--- config.mk ---
export PLATFORM = sky130hd
export DESIGN_NAME = hall_call_dispatcher
export DESIGN_NICKNAME = d
export VERILOG_FILES = /design/src/rtl/lift_dispatch_pkg.sv /design/src/rtl/dispatch_cost_unit.sv /design/src/rtl/hall_call_dispatcher.sv
export SDC_FILE = /design/constraint.sdc
export NUM_CORES = 1
export LEC_CHECK = 0
export ABC_CLOCK_PERIOD_IN_PS = 6450
export CAP_MARGIN = 10
export CORE_MARGIN = 2
export CORE_UTILIZATION = 45
export CTS_CLUSTER_SIZE = 12
export DETAILED_ROUTE_END_ITERATION = 8
export PLACE_DENSITY = 0.67
export SYNTH_ARGS = -nofsm -noshare
export SYNTH_HDL_FRONTEND = slang
export SYNTH_HIERARCHICAL = 1
export SYNTH_SLANG_ARGS = --single-unit
--- constraint.sdc ---
create_clock -name clk -period 6.45 [get_ports clk]
set_input_delay 1.29 -clock clk [delete_from_list [all_inputs] [get_ports clk]]
set_output_delay 1.29 -clock clk [all_outputs]
set_load 0.005 [all_outputs]
--- src/rtl/lift_dispatch_pkg.sv ---
// Shared types and helpers for the hall-call dispatcher.
//   disp_state_t  : dispatcher FSM states
//   DIR_UP/DIR_DN : direction encoding used on every direction signal
//   dispatch_cost : distance cost plus a one-building-height penalty for a lift
//                   that is moving away from the call or travelling the other way
package lift_dispatch_pkg;

  typedef enum logic [1:0] {IDLE, EVAL, ISSUE} disp_state_t;

  localparam logic DIR_UP = 1'b1;
  localparam logic DIR_DN = 1'b0;

  function automatic int unsigned dispatch_cost(input int unsigned call_floor,
                                                input int unsigned lift_floor,
                                                input logic        moving,
                                                input logic        lift_dir,
                                                input logic        call_dir,
                                                input int unsigned n_floors);
    int unsigned cost;
    logic        away;
    cost = (call_floor > lift_floor) ? call_floor - lift_floor : lift_floor - call_floor;
    away = (lift_dir == DIR_UP) ? (lift_floor > call_floor) : (lift_floor < call_floor);
    if (moving && (away || (lift_dir != call_dir))) begin
      cost = cost + n_floors;
    end
    return cost;
  endfunction

endpackage

--- src/rtl/dispatch_cost_unit.sv ---
// Combinational cost of serving one call with one lift.
//   call_floor/call_dir : call under evaluation
//   lift_*              : state of the lift being evaluated this cycle
//   cost                : FW+1 bit cost (distance, plus N_FLOORS penalty)
//   eligible            : lift accepts hall calls
module dispatch_cost_unit
  import lift_dispatch_pkg::*;
#(
  parameter int unsigned N_FLOORS = 12,
  parameter int unsigned FW       = $clog2(N_FLOORS)
) (
  input  logic [FW-1:0] call_floor,
  input  logic          call_dir,
  input  logic [FW-1:0] lift_floor,
  input  logic          lift_dir,
  input  logic          lift_motion,
  input  logic          lift_avail,
  output logic [FW:0]   cost,
  output logic          eligible
);

  int unsigned raw_cost;

  always_comb begin
    raw_cost = dispatch_cost(32'(call_floor), 32'(lift_floor), lift_motion, lift_dir,
                             call_dir, N_FLOORS);
    // Max cost is 2*N_FLOORS-1, which always fits in FW+1 bits.
    cost     = raw_cost[FW:0];
    eligible = lift_avail;
  end

endmodule

--- src/rtl/hall_call_dispatcher.sv ---
// Latches hall calls and assigns each pending call to one lift.
//   clk, reset (async, active low)
//   hall_up/hall_dn      : call requests per floor
//   lift_floor/dir/motion/avail : per-lift state, lift i floor at [i*FW +: FW]
//   srv_valid/floor/dir  : service report, clears the matching call
//   asg_valid/ready, asg_lift/floor/dir : assignment handshake
//   pend_up/pend_dn      : latched calls, assigned or not
module hall_call_dispatcher
  import lift_dispatch_pkg::*;
#(
  parameter  int unsigned N_FLOORS = 12,
  parameter  int unsigned N_LIFTS  = 10,
  localparam int unsigned FW       = $clog2(N_FLOORS),
  localparam int unsigned LW       = (N_LIFTS > 1) ? $clog2(N_LIFTS) : 1
) (
  input  logic                  clk,
  input  logic                  reset,
  input  logic [N_FLOORS-1:0]   hall_up,
  input  logic [N_FLOORS-1:0]   hall_dn,
  input  logic [N_LIFTS*FW-1:0] lift_floor,
  input  logic [N_LIFTS-1:0]    lift_dir,
  input  logic [N_LIFTS-1:0]    lift_motion,
  input  logic [N_LIFTS-1:0]    lift_avail,
  input  logic                  srv_valid,
  input  logic [FW-1:0]         srv_floor,
  input  logic                  srv_dir,
  output logic                  asg_valid,
  input  logic                  asg_ready,
  output logic [LW-1:0]         asg_lift,
  output logic [FW-1:0]         asg_floor,
  output logic                  asg_dir,
  output logic [N_FLOORS-1:0]   pend_up,
  output logic [N_FLOORS-1:0]   pend_dn
);

  // Scan index space: up calls 0..N_FLOORS-1, then down calls.
  localparam int unsigned NC = 2 * N_FLOORS;
  localparam int unsigned IW = $clog2(NC);
  // No up call from the top floor, no down call from the bottom floor.
  localparam logic [N_FLOORS-1:0] UP_OK = {1'b0, {(N_FLOORS-1){1'b1}}};
  localparam logic [N_FLOORS-1:0] DN_OK = {{(N_FLOORS-1){1'b1}}, 1'b0};

  disp_state_t         state_q;
  logic [LW-1:0]       k_q, best_lift_q, asg_lift_q;
  logic [FW:0]         best_cost_q;
  logic                any_elig_q, call_dir_q, asg_valid_q, asg_dir_q;
  logic [IW-1:0]       call_idx_q, ptr_q;
  logic [FW-1:0]       call_floor_q, asg_floor_q;
  logic [N_FLOORS-1:0] pend_up_q, pend_dn_q, asg_up_q, asg_dn_q;
  logic [N_FLOORS-1:0] pend_up_d, pend_dn_d, asg_up_d, asg_dn_d;
  logic [N_FLOORS-1:0] clr_up, clr_dn, set_up, set_dn;

  logic [NC-1:0] pend_all, cand;
  logic          cand_found, cand_dir;
  logic [IW-1:0] cand_idx, ptr_next;
  logic [FW-1:0] cand_floor;
  int            j;

  logic          hs, call_gone, last, take;
  logic [FW:0]   cur_cost;
  logic          cur_elig;

  assign pend_all = {pend_dn_q, pend_up_q};
  assign cand     = pend_all & ~{asg_dn_q, asg_up_q};

  // First candidate at or after the scan pointer, wrapping.
  always_comb begin
    cand_found = 1'b0;
    cand_idx   = '0;
    j          = 0;
    for (int i = 0; i < int'(NC); i++) begin
      j = int'(ptr_q) + i;
      if (j >= int'(NC)) j = j - int'(NC);
      if (!cand_found && cand[j]) begin
        cand_found = 1'b1;
        cand_idx   = IW'(j);
      end
    end
    if (int'(cand_idx) < int'(N_FLOORS)) begin
      cand_floor = FW'(cand_idx);
      cand_dir   = DIR_UP;
    end else begin
      cand_floor = FW'(int'(cand_idx) - int'(N_FLOORS));
      cand_dir   = DIR_DN;
    end
  end

  always_comb begin
    clr_up = '0;
    clr_dn = '0;
    set_up = '0;
    set_dn = '0;
    hs     = (state_q == ISSUE) && asg_ready;
    if (srv_valid && (int'(srv_floor) < int'(N_FLOORS))) begin
      if (srv_dir == DIR_UP) clr_up[srv_floor] = 1'b1;
      else                   clr_dn[srv_floor] = 1'b1;
    end
    if (hs) begin
      if (call_dir_q == DIR_UP) set_up[call_floor_q] = 1'b1;
      else                      set_dn[call_floor_q] = 1'b1;
    end
    // Clear beats a new request or assignment on the same bit.
    pend_up_d = (pend_up_q | (hall_up & UP_OK)) & ~clr_up;
    pend_dn_d = (pend_dn_q | (hall_dn & DN_OK)) & ~clr_dn;
    asg_up_d  = (asg_up_q | set_up) & ~clr_up;
    asg_dn_d  = (asg_dn_q | set_dn) & ~clr_dn;
  end

  always_ff @(posedge clk or negedge reset) begin
    if (!reset) begin
      pend_up_q <= '0;
      pend_dn_q <= '0;
      asg_up_q  <= '0;
      asg_dn_q  <= '0;
    end else begin
      pend_up_q <= pend_up_d;
      pend_dn_q <= pend_dn_d;
      asg_up_q  <= asg_up_d;
      asg_dn_q  <= asg_dn_d;
    end
  end

  // One cost unit shared across lifts, lift k_q evaluated each EVAL cycle.
  dispatch_cost_unit #(
    .N_FLOORS (N_FLOORS),
    .FW       (FW)
  ) u_cost (
    .call_floor  (call_floor_q),
    .call_dir    (call_dir_q),
    .lift_floor  (lift_floor[int'(k_q)*FW +: FW]),
    .lift_dir    (lift_dir[k_q]),
    .lift_motion (lift_motion[k_q]),
    .lift_avail  (lift_avail[k_q]),
    .cost        (cur_cost),
    .eligible    (cur_elig)
  );

  // The held call is dropped if serviced now or already cleared under us.
  assign call_gone = (srv_valid && (srv_floor == call_floor_q) && (srv_dir == call_dir_q)) ||
                     !pend_all[call_idx_q];
  assign last      = (k_q == LW'(N_LIFTS - 1));
  // First eligible lift always taken so a cost equal to the sentinel still wins.
  assign take      = cur_elig && (!any_elig_q || (cur_cost < best_cost_q));
  assign ptr_next  = (call_idx_q == IW'(NC - 1)) ? '0 : call_idx_q + 1'b1;

  always_ff @(posedge clk or negedge reset) begin
    if (!reset) begin
      state_q      <= IDLE;
      k_q          <= '0;
      best_cost_q  <= '0;
      best_lift_q  <= '0;
      any_elig_q   <= 1'b0;
      call_idx_q   <= '0;
      call_floor_q <= '0;
      call_dir_q   <= 1'b0;
      ptr_q        <= '0;
      asg_valid_q  <= 1'b0;
      asg_lift_q   <= '0;
      asg_floor_q  <= '0;
      asg_dir_q    <= 1'b0;
    end else begin
      unique case (state_q)
        IDLE: begin
          if (cand_found) begin
            state_q      <= EVAL;
            k_q          <= '0;
            best_cost_q  <= '1;
            best_lift_q  <= '0;
            any_elig_q   <= 1'b0;
            call_idx_q   <= cand_idx;
            call_floor_q <= cand_floor;
            call_dir_q   <= cand_dir;
          end
        end
        EVAL: begin
          if (call_gone) begin
            state_q <= IDLE;
          end else begin
            k_q        <= k_q + 1'b1;
            any_elig_q <= any_elig_q | cur_elig;
            if (take) begin
              best_cost_q <= cur_cost;
              best_lift_q <= k_q;
            end
            if (last) begin
              if (any_elig_q || cur_elig) begin
                state_q     <= ISSUE;
                asg_valid_q <= 1'b1;
                asg_lift_q  <= take ? k_q : best_lift_q;
                asg_floor_q <= call_floor_q;
                asg_dir_q   <= call_dir_q;
              end else begin
                state_q <= IDLE;
                ptr_q   <= ptr_next;
              end
            end
          end
        end
        ISSUE: begin
          if (hs) begin
            state_q     <= IDLE;
            asg_valid_q <= 1'b0;
            ptr_q       <= ptr_next;
          end else if (call_gone) begin
            state_q     <= IDLE;
            asg_valid_q <= 1'b0;
          end
        end
        default: state_q <= IDLE;
      endcase
    end
  end

  assign asg_valid = asg_valid_q;
  assign asg_lift  = asg_lift_q;
  assign asg_floor = asg_floor_q;
  assign asg_dir   = asg_dir_q;
  assign pend_up   = pend_up_q;
  assign pend_dn   = pend_dn_q;

endmodule

* Word-level counts from Yosys, hierarchy flattened
Index checks and enable logic that the tools add are counted.
Storage, ports and cells: bits in read-only memories 0, input port bits 103, bits in latches 0, bits in writable memories 0, memories 0, flip-flop bits (word level) 89
Cells by class: multiply operators 0, multiplexer cells 201, reduce and logical (&&, ||, !) cells 70, shifts and indexed selects 1, div/mod/pow operators 0, add/subtract/negate cells 53, bitwise logic cells 14, order comparisons 60, eq/ne operators 16
Operators with widths (number):
- $lt 32x7->1 const B | 24
- $mux 32 | 24
- $mux 5 | 34
- $sub 6x5->7 const B | 23
- $ge 6x5->1 const B | 23
- $bmux 1 s5 | 25
- $mux 12 | 8
- $mux 1 | 87
- $add 5x4->6 const B | 8
- $add 5x5->6 const B | 8
- $and 12x12->12 | 4
- $shiftx 40x7->4 | 1
- $or 12x12->12 | 3
- $logic_and 1x1->1 | 31
- $logic_not 1->1 | 25
- $add 5x3->6 const B | 4
- $and 24x24->24 | 1
- $not 12->12 | 2
- $not 24->24 | 1
- $mux 4 | 5
- $pmux 5 s2 | 2
- $pmux 4 s2 | 2
- $lt 4x5->1 const B | 3
- $ne 2x2->1 const B | 7
- 39 further kinds | 60

* Depth between registers and ports, before layout
Gate-level depths: netlist (run 1).
word-level depth 77, gate-level depth with buffers 24, depth with buffers taken out 20

* Hierarchy
The synthesis (run 1) kept the hierarchy.
Modules (own cells, without submodules):
- hall_call_dispatcher | area each 10257.3 um^2, cells each 1174, seq. area each 2177.1 um^2, instances 1
- dispatch_cost_unit | area each 523.0 um^2, cells each 67, seq. area each 0.0 um^2, instances 1

* Worst setup path before layout (run 1)
No wires, ideal clock.
path kind reg-to-reg, start register k_q[0], end register best_lift_q[3], setup slack 1111 ps, data arrival time 5218 ps, cell stages (with the launch flop) 23, path buffers 4, data required time 6329 ps, setup time 121 ps, cell sequence dfrtp_1 -> clkbuf_1 -> buf_1 -> clkbuf_1 -> mux2i_1 -> o22ai_1 -> inv_1 -> ha_1 -> nor2b_1 -> o31ai_2 -> and2b_4 -> mux2i_1 -> o22ai_2 -> ha_1 -> mux2i_1 -> ha_1 -> a21oi_1 -> nor2b_1 -> o21ai_0 -> nand2_1 -> a21o_1 -> buf_2 -> a22o_1
Between the ends: word-level cells in the longest chain between the ends 12
Ends and longest elaborated chain:
- start, declared | line hall_call_dispatcher.sv:44 | logic [LW-1:0] k_q, best_lift_q, asg_lift_q;
- start signal, assigned | line hall_call_dispatcher.sv:179 | k_q <= k_q + 1'b1;
- branches (longest 5 deep; another with $sub 4x4->5)
- $mux 5 (*) | line lift_dispatch_pkg.sv:23 | if (moving && (away || (lift_dir != call_dir))) begin
- named net cur_cost[3] | line hall_call_dispatcher.sv:60 | logic [FW:0] cur_cost;
- $lt 5x5->1 (*) | line hall_call_dispatcher.sv:143 | assign take = cur_elig && (!any_elig_q || (cur_cost < best_cost_q));
- $logic_or 1x1->1 (*) | line hall_call_dispatcher.sv:143
- $logic_and 1x1->1 (*) | line hall_call_dispatcher.sv:143
- $mux 4 (*) (2 in series)
- $pmux 4 s2 (*)
- end signal, assigned | line hall_call_dispatcher.sv:183 | best_lift_q <= k_q;
- end, declared | line hall_call_dispatcher.sv:44
Mark *: on every way through the listed nets, which the timed path passes. The select of a mux whose other input is x is not followed. A chain may end at the register's enable or synchronous reset.

* Worst setup path after layout (run 1)
start register ptr_q[1], end register call_floor_q[2]
Between the ends: word-level cells in the longest chain between the ends 77
Ends and longest elaborated chain:
- start, declared | line hall_call_dispatcher.sv:47 | logic [IW-1:0] call_idx_q, ptr_q;
- start signal, assigned | line hall_call_dispatcher.sv:194 | ptr_q <= ptr_next;
- start signal, assigned | line hall_call_dispatcher.sv:203 | ptr_q <= ptr_next;
- branches (longest 77 deep; another with $sub 6x5->7)
- end signal, assigned | line hall_call_dispatcher.sv:171 | call_floor_q <= cand_floor;
- end, declared | line hall_call_dispatcher.sv:48 | logic [FW-1:0] call_floor_q, asg_floor_q;
Several ways; the timed one is not identified. The select of a mux whose other input is x is not followed.

==> results of run 1 <==
-- cell type report --
class                   count  area [um^2]
inverters                  64          240
clock inverters             6         66.3
fillers                  2221        10700
clock buffers              10          239
well taps                 319          399
multi-input cells        1030         8020
flip-flops and latches     87         2180
repair buffers            167         1590
-- per-layer routing --
layer / share of wire [%] / track usage, %
met4: 4.8 / 13.4
met1: 43 / 38.0
met3: 5.9 / 2.95
met2: 46 / 47.4
met5: 0 / 0
-- worst paths after layout --
kind	endpoint	start	slack (ns)	depth (start not counted)
max	call_floor_q[2]$_DFFE_PN0P_	ptr_q[1]$_DFFE_PN0P_	0.56	20
min	asg_valid$_DFFE_PN0P_	asg_valid$_DFFE_PN0P_	0.48	2
max reg2reg	call_floor_q[2]$_DFFE_PN0P_	ptr_q[1]$_DFFE_PN0P_	0.56	20
min reg2reg	asg_valid$_DFFE_PN0P_	asg_valid$_DFFE_PN0P_	0.48	2
max in group asynchronous	ptr_q[0]$_DFFE_PN0P_	reset	4.43	2
min in group asynchronous	asg_dn_q[3]$_DFF_PN0_	reset	0.80	1
-- where the power goes --
| part | internal (mW) | switching, mW |
|---|---|---|
| logic | 2.11 | 3.13 |
| registers | 0.642 | 0.146 |
| clock network | 0.314 | 0.221 |
-- stage by stage --
step,setup slack (ns),std cells
final,0.564,1683
after global routing,0.286,1683
after CTS,0.755,1683
after detailed placement,0.669,1667
after global placement,0.728,1667
after floorplan,1.11,1241
-- tightest hold or removal path, stage by stage, from the launching register on --
cell,delay [ns]
dfrtp_1,0.34
nand2_1,0.05
nand2_1,0.06
-- synthesized netlist by cell type, types with 5 or more instances --
master	number
nor2_1	152
dfrtp_1	87
nand2_1	78
a21oi_1	77
ha_1	61
inv_1	60
o21ai_0	60
mux2i_1	52
mux4_2	48
nor3_1	37
clkbuf_1	31
nor2b_1	31
nand3_1	30
xnor2_1	27
mux2_2	25
o21a_1	21
nand2b_1	19
o22ai_1	17
a31oi_1	15
buf_2	15
a211oi_1	14
and2_1	12
o211ai_1	12
nand3b_1	11
a21o_1	10
xor2_1	10
and3_1	9
or3_1	9
nor3b_1	7
a21boi_0	6
a311oi_1	6
mux2_1	6
nor4_1	6
o21ai_1	6
a211o_1	5
a22oi_1	5
o2111ai_1	5
o221ai_1	5
o31ai_1	5
-- state kept, by name, indices dropped and copies added (netlist names), 5 cells and up --
register	count
ptr_q	5
asg_dn_q	12
asg_up_q	12
best_cost_q	5
pend_up	12
pend_dn	12
call_idx_q	5
-- logic make-up (layout without fill, tap and decap cells) --
logic type                 count (synthesis)  after routing
AOI/OAI and AO/OA                        346            346
xor gates and xnor gates                  42             42
adders and majority gates                 63             63
buffers and inverters                    124            247
DFF                                       87             87
muxes                                    134            134
and+or+nand+nor                          445            445
==> out/metrics.cfg, run 1 <==
[clocking]
cts_buffers=9
clock_latency_ns=0.34
h-tree-depth=3
clkTransAtPathRegs_ns=0.07
ctsResizeCount=0
clock-sinks=87
clockBufferDepth=2
post_cts_buffers=0
cts_tree=done
ctsHoldBuffers=0
root_buffer=clkbuf_16

[route]
drc=0
drt_wl_total_um=36600
dr.pass1.iters=5
viasPerCell=6.24
drt_iter0_drc=909
vias=10498
antenna_left=0
wl_per_cell_um=21.7

[setup_path]
cpPeakStageDelay_ns=0.57
cp.required_ns=6.71
cp_cell_sequence=inv_1 > ha_1 > nor2b_1 > o21a_1 > or2_2 > inv_1 > ha_1 > a21oi_1 > o31a_1 > o21a_1 > o211ai_1 > and3_1 > nand4_4 > nor3_4 > nand3b_2 > o221ai_1 > o22ai_1 > a21oi_2 > nand3_1 > a31oi_1
worst_setup_path_end_kind=flip-flop
crit_family=simple AND/OR/NAND/NOR gates
cp-start-kind=flip-flop
crit_fanout=15
cp_slowest_cell=ha_1
critical_path_class=flip-flop to flip-flop
cp.arrival_ns=6.14
cp_num_buf_inv=2

[sta]
fin_crit_ns=5.89
setup_violations=0
worst_pin_slew_ns=1.09
hold_ws_ns=0.479
period_share_pct=91.3
clock.fmax_mhz=170
drv_slew=0
setup_tns_ns=0
finalHoldViolations=0
slew-limit-headroom_pct=27.4
finClkSkew_ns=0.00802
rsz0062_at_grt=false

[logic_synthesis]
seq_area_frac_synth_pct=20.2
synth_top_family_by_area=compound AO/OA/AOI/OAI gates
ys_types=113
synth-seq-cells=87
syn-cell-area_um2=10800
synthCells=1241
muxShareOfSynthArea_pct=18.7
synth_compound_area_share_pct=22.6
syn-num-nets=1407
yosys.area_share.xor_xnor_pct=3.97
synth-simple-area-share_pct=21.7
synth_fa_ha_area_share_pct=7.45
synth_top_cell_area_share_pct=20.2
synth_edf_count=0
synthTopCellsByArea=dfrtp_1, mux4_2, ha_1, nor2_1, mux2i_1
async_flop_share_pct=100
synth_ff_type=dfrtp_1
yosysWarningCount=6
yosysTopAreaCell=dfrtp_1
avgSynthCellArea_um2=8.69

[floorplanning]
die_h_um=159
core_um2=23500
start_util_pct=45.9
die_area_um2=25200
die_w_um=159
ioPinCount=137
rows=56

[global_route]
track_usage_pct=28.7
grt_pass1_vias=10456
overflow=0
grt_max_degree=72
grt_pass1_wl_um=57700
antenna_found_initial=0

[power_and_ir_drop]
total_power_mw=6.57
power_density_nw_per_um2=516
p_leak_nw=5.02
worst_ir_drop_vdd_uv=265

[place]
gp_congestion=1.03
port_buffers=134
place_hpwl_um=29200
dpl_cell_area_um2=12400

[finish]
num_antenna_cells=0
drive_gt1_share_pct=14.1
layout.cells.most_common=nor2_1
fin_area_um2=12700
areaGrowthSynthToFinish_pct=18.1
layout_common_cells=nor2_1, clkdlybuf4s50_1, dfrtp_1, nand2_1, a21oi_1
utilization_pct=54.2
nets=1525

[worst_hold_path]
worstHoldPathType=flip-flop to flip-flop

[job]
maxCapViolCount=0

[outcome]
outcome=complete, no violations

Note: power is estimated with default switching activity, not from simulation.
==> inputs of run 2 (changes only) <==
==> constraint.sdc (replaced) <==
create_clock -name clk -period 6.45 [get_ports clk]
set_input_delay 1.29 -clock clk [delete_from_list [all_inputs] [get_ports clk]]
set_output_delay 1.29 -clock clk [all_outputs]
set_load 0.01 [all_outputs]
==> results of run 2 <==
The final DEF is identical to that of run 1. Status: complete, no violations.
Main changes from that run: total power 6.57 mW -> 6.58 mW
==> inputs of run 3 (changes only) <==
--- a/config.mk
+++ b/config.mk
@@ -5,12 +5,14 @@
 export SDC_FILE = /design/constraint.sdc
 export NUM_CORES = 1
 export LEC_CHECK = 0
+export ABC_AREA = 1
 export ABC_CLOCK_PERIOD_IN_PS = 6450
 export CAP_MARGIN = 10
 export CORE_MARGIN = 2
 export CORE_UTILIZATION = 45
 export CTS_CLUSTER_SIZE = 12
 export DETAILED_ROUTE_END_ITERATION = 8
+export HOLD_SLACK_MARGIN = 0.08
 export PLACE_DENSITY = 0.67
 export SYNTH_ARGS = -nofsm -noshare
 export SYNTH_HDL_FRONTEND = slang
==> run 3 against run 2 <==
Wire length fell by 1.2%. Final area fell by 4.1%. Count of clock-buffer cells in the layout fell by 1. Highest routed layer unchanged.
==> out/metrics.cfg, run 3 <==
[sta]
drv_slew=0
clock.fmax_mhz=182
period_share_pct=85.4
finalHoldViolations=0
hold_ws_ns=0.487
slew-limit-headroom_pct=29.3
finClkSkew_ns=0.00690
setup_ws_ns=0.942
rsz0062_at_grt=false
setup_tns_ns=0
fin_crit_ns=5.51
worst_pin_slew_ns=1.05
setup_violations=0

[logic_synthesis]
syn-cell-area_um2=10400
synth_compound_area_share_pct=15.8
synth_ff_type=dfrtp_1
synthTopCellsByCount=nand2_1, inv_1, nor2_1, nand3_1, o21ai_0
synth_top_family_by_area=simple AND/OR/NAND/NOR gates
yosys.area_share.xor_xnor_pct=3.53
synth_fa_ha_area_share_pct=7.71
synth_edf_count=0
seq_area_frac_synth_pct=20.9
yosysTopAreaCell=dfrtp_1
synth-seq-cells=87
synth_top_cell_area_share_pct=20.9
synthCells=1656
async_flop_share_pct=100
yosysWarningCount=6
ys_types=61
syn-num-nets=1822
muxShareOfSynthArea_pct=0.697
avgSynthCellArea_um2=6.29
synthTopCellsByArea=dfrtp_1, nand2_1, nand3_1, inv_1, nor2_1
yosysMostFrequentCell=nand2_1
synth-simple-area-share_pct=39.7

[place]
place_ws_ns=0.773
place_hpwl_um=29000
gp_congestion=0.984
port_buffers=134

[route]
drt_iter0_drc=961
drc=0
wl_per_cell_um=17.6
viasPerCell=5.55
drt_wl_total_um=36200
vias=11402
antenna_left=0
dr.pass1.iters=6

[worst_hold_path]
worstHoldPathType=flip-flop to flip-flop
hold_depth=2

[global_route]
grt_pass1_vias=10639
antenna_found_initial=0
track_usage_pct=30.1
overflow=0
grt_max_degree=66
grt_pass1_wl_um=57500

[setup_path]
cp.arrival_ns=5.74
worst_setup_path_end_kind=flip-flop
worst_path_most_repeated_cell=nand3_1
cp.required_ns=6.68
cp-start-kind=flip-flop
critical_path_class=flip-flop to flip-flop
rr_worst_depth=31
crit_fanout=11
cp_slowest_cell=dfrtp_1
ff2ff_setup_slack_ns=0.94
cpPeakStageDelay_ns=0.65

[floorplanning]
die_h_um=156
ioPinCount=137
core_um2=22700
die_w_um=156
start_util_pct=45.9
rows=55
die_area_um2=24400

[clocking]
root_buffer=clkbuf_16
clockBufferDepth=2
clock-sinks=87
ctsHoldBuffers=0
clkTransAtPathRegs_ns=0.07
ctsResizeCount=0
clock_latency_ns=0.34
post_cts_buffers=0
cts_buffers=9
cts_tree=done
h-tree-depth=3

[finish]
num_antenna_cells=0
drive_gt1_share_pct=8.64
layout_common_cells=nand2_1, inv_1, nor2_1, nand3_1, clkdlybuf4s50_1
nets=1931
areaGrowthSynthToFinish_pct=17.2
layout.cells.most_common=nand2_1

[outcome]
outcome=complete, no violations

[job]
maxCapViolCount=0

[run 3: cell types whose count changed in the layout (fill, tap and decap cells not counted), moves of 27 or more]
cell,before,now
nor2b_1,31,0
nand3_1,30,193
o21ai_0,60,121
inv_1,60,215
nand2_2,0,27
nand2_1,78,373
mux4_2,48,0
nor3_1,37,7
mux2i_1,52,5
nor2_1,152,208
[run 3: area by class of cell]
| class | count | area [um^2] |
|---|---|---|
| Clock inverter | 7 | 72.6 |
| Multi-Input combinational cell | 1278 | 7020 |
| Inverter | 241 | 915 |
| Fill cell | 2314 | 10500 |
| Timing Repair Buffer | 148 | 1440 |
| Clock buffer | 9 | 225 |
| Sequential cell | 87 | 2180 |
| Tap cell | 285 | 357 |
[run 3: path summary, 6_finish.rpt]
kind                                    startpoint                           to
max in group asynchronous                    reset         pend_dn[7]$_DFF_PN0_
setup reg to reg              ptr_q[2]$_DFFE_PN0P_  call_floor_q[3]$_DFFE_PN0P_
hold / removal             asg_lift[1]$_DFFE_PN0P_      asg_lift[1]$_DFFE_PN0P_
setup / recovery              ptr_q[2]$_DFFE_PN0P_  call_floor_q[3]$_DFFE_PN0P_
min in group asynchronous                    reset      asg_lift[1]$_DFFE_PN0P_
hold reg to reg            asg_lift[1]$_DFFE_PN0P_      asg_lift[1]$_DFFE_PN0P_
[run 3: through the flow]
stage	cells	util, %	instance area, um^2
floorplan	1656	-	10400
global placement	2039	52.4	11900
detailed placement	2039	52.4	11900
CTS	2055	53.7	12200
global route	2055	53.7	12200
finish	2055	53.7	12200
[run 3: logic make-up (layout without fill, tap and decap cells)]
logic type | after synthesis | in the layout
AOI/OAI and AO/OA | 283 | 283
xor gates and xnor gates | 36 | 36
adders and majority gates | 63 | 63
buffers and inverters | 291 | 405
DFF | 87 | 87
muxes | 7 | 7
and+or+nand+nor | 889 | 889
[run 3: per-layer routing]
| layer | global-route usage, % | wire [um] |
|---|---|---|
| met1 | 41.6 | 16100 |
| met2 | 49.6 | 16800 |
| met4 | 10.1 | 1260 |
| met3 | 2.69 | 2050 |
| met5 | 0 | 0 |
[run 3: critical path: cells and delay by family, from the launching register on]
family | cells | cell delay (ns)
and+or+nand+nor | 21 | 2.50
AOI/OAI and AO/OA | 3 | 0.76
DFF | 1 | 0.65
adders and majority gates | 2 | 0.64
buffers and inverters | 4 | 0.59
xor gates and xnor gates | 1 | 0.25
Power of run 3 is not shown: default switching activity piles up to over one toggle a cycle in this logic, so the estimate is an artifact.
==> edit, RTL diff (settings of run 3) <==
`N_LIFTS`: 10 -> 11.
--- a/src/rtl/hall_call_dispatcher.sv
+++ b/src/rtl/hall_call_dispatcher.sv
@@ -11,3 +11,3 @@
   parameter  int unsigned N_FLOORS = 12,
-  parameter  int unsigned N_LIFTS  = 10,
+  parameter  int unsigned N_LIFTS  = 11,
   localparam int unsigned FW       = $clog2(N_FLOORS),
Ports: changed (resized lift_avail, lift_dir, lift_floor and lift_motion); port bits go from 137 to 144. The function was not compared with the original's and may differ.
==> edit against run 3 <==
  * Cell count grew 1.0%
  * Count of clock-buffer cells in the layout grew 1
  * Sequential share of layout area shrank 0.24 points
  * Via count grew 3.0%
  * Sequential cell count is the same
  * Wire length grew 2.6%
  * Setup slack gained 0.23 ns
  * Area after synthesis grew 0.47%
  * Design area grew 1.4%
  * Largest cell class unchanged
Power is not shown: default switching activity piles up to over one toggle a cycle in this logic, so the estimate is an artifact.
==> edit: results <==
metrics = {
    "worst_setup_path": {
        "r2r-start": "ptr_q[1]",
        "reg2reg_depth": 30,
        "startpoint": "lift_floor[33]",
        "crit_end": "best_cost_q[0]",
        "r2r_end": "call_floor_q[2]",
        "cpLargestDelayFamily": "compound AO/OA/AOI/OAI gates",
        "worst_path_largest_cell_delay_ns": 0.45,
        "reg2reg_slack_ns": 1.17,
        "path_max_fanout": 10,
    },
    "grt": {
        "grt_pass1_vias": 10900,
        "grt_first_pass_wirelength_um": 57800,
    },
    "sta": {
        "setup_ws_ns": 1.17,
        "slew_headroom_pct": 44.6,
        "clock_skew_ns": 0.0163,
        "whs_ns": 0.487,
    },
    "place": {
        "io_buffers": 141,
        "dpl.cell_count": 2060,
        "pre_cts_ws_ns": 0.808,
        "hpwl_um": 29400,
    },
    "yosys": {
        "yosys-mux-area-fraction_pct": 0.191,
        "synthAdderAreaFrac_pct": 7.56,
        "synth.avg_cell_area_um2": 6.26,
        "ys_seq_area_share_pct": 20.8,
    },
    "min_path": {
        "hp-start": "best_lift_q[3]",
    },
    "route": {
        "drt-vias-per-instance": 5.66,
        "drtPass1Iterations": 5,
        "dr.first_iter.drc_count": 959,
        "wirelength_um": 37100,
    },
    "outcome": {
        "status": "finished, final reports clean",
    },
}
[edit: layer usage]
layer / routed length (µm) / track usage [%] / vias to the layer above
li1: - / - / 5726
met1: 16100 / 40.3 / 5495
met2: 16800 / 49.8 / 444
met3: 2780 / 3.85 / 75
met4: 1320 / 10.7 / 0
met5: 0 / 0 / -
[edit: area by class of cell]
type                       count  area (µm²)  share of cell area (%)
clock inverter                 6        97.6                   0.789
timing repair buffer         159        1540                    12.5
tap                          285         357                    2.88
inverter                     236         892                    7.21
clock buffer                  10         229                    1.85
multi-input combinational   1293        7080                    57.2
sequential                    87        2180                    17.6
[edit: logic make-up after synthesis]
logic type / after synthesis
flip-flops: 87
multiplexers: 2
AO/OA/AOI/OAI: 303
AND/OR/NAND/NOR: 892
adder cells (fa/ha/maj): 62
XOR/XNOR: 34
buffers and inverters: 291
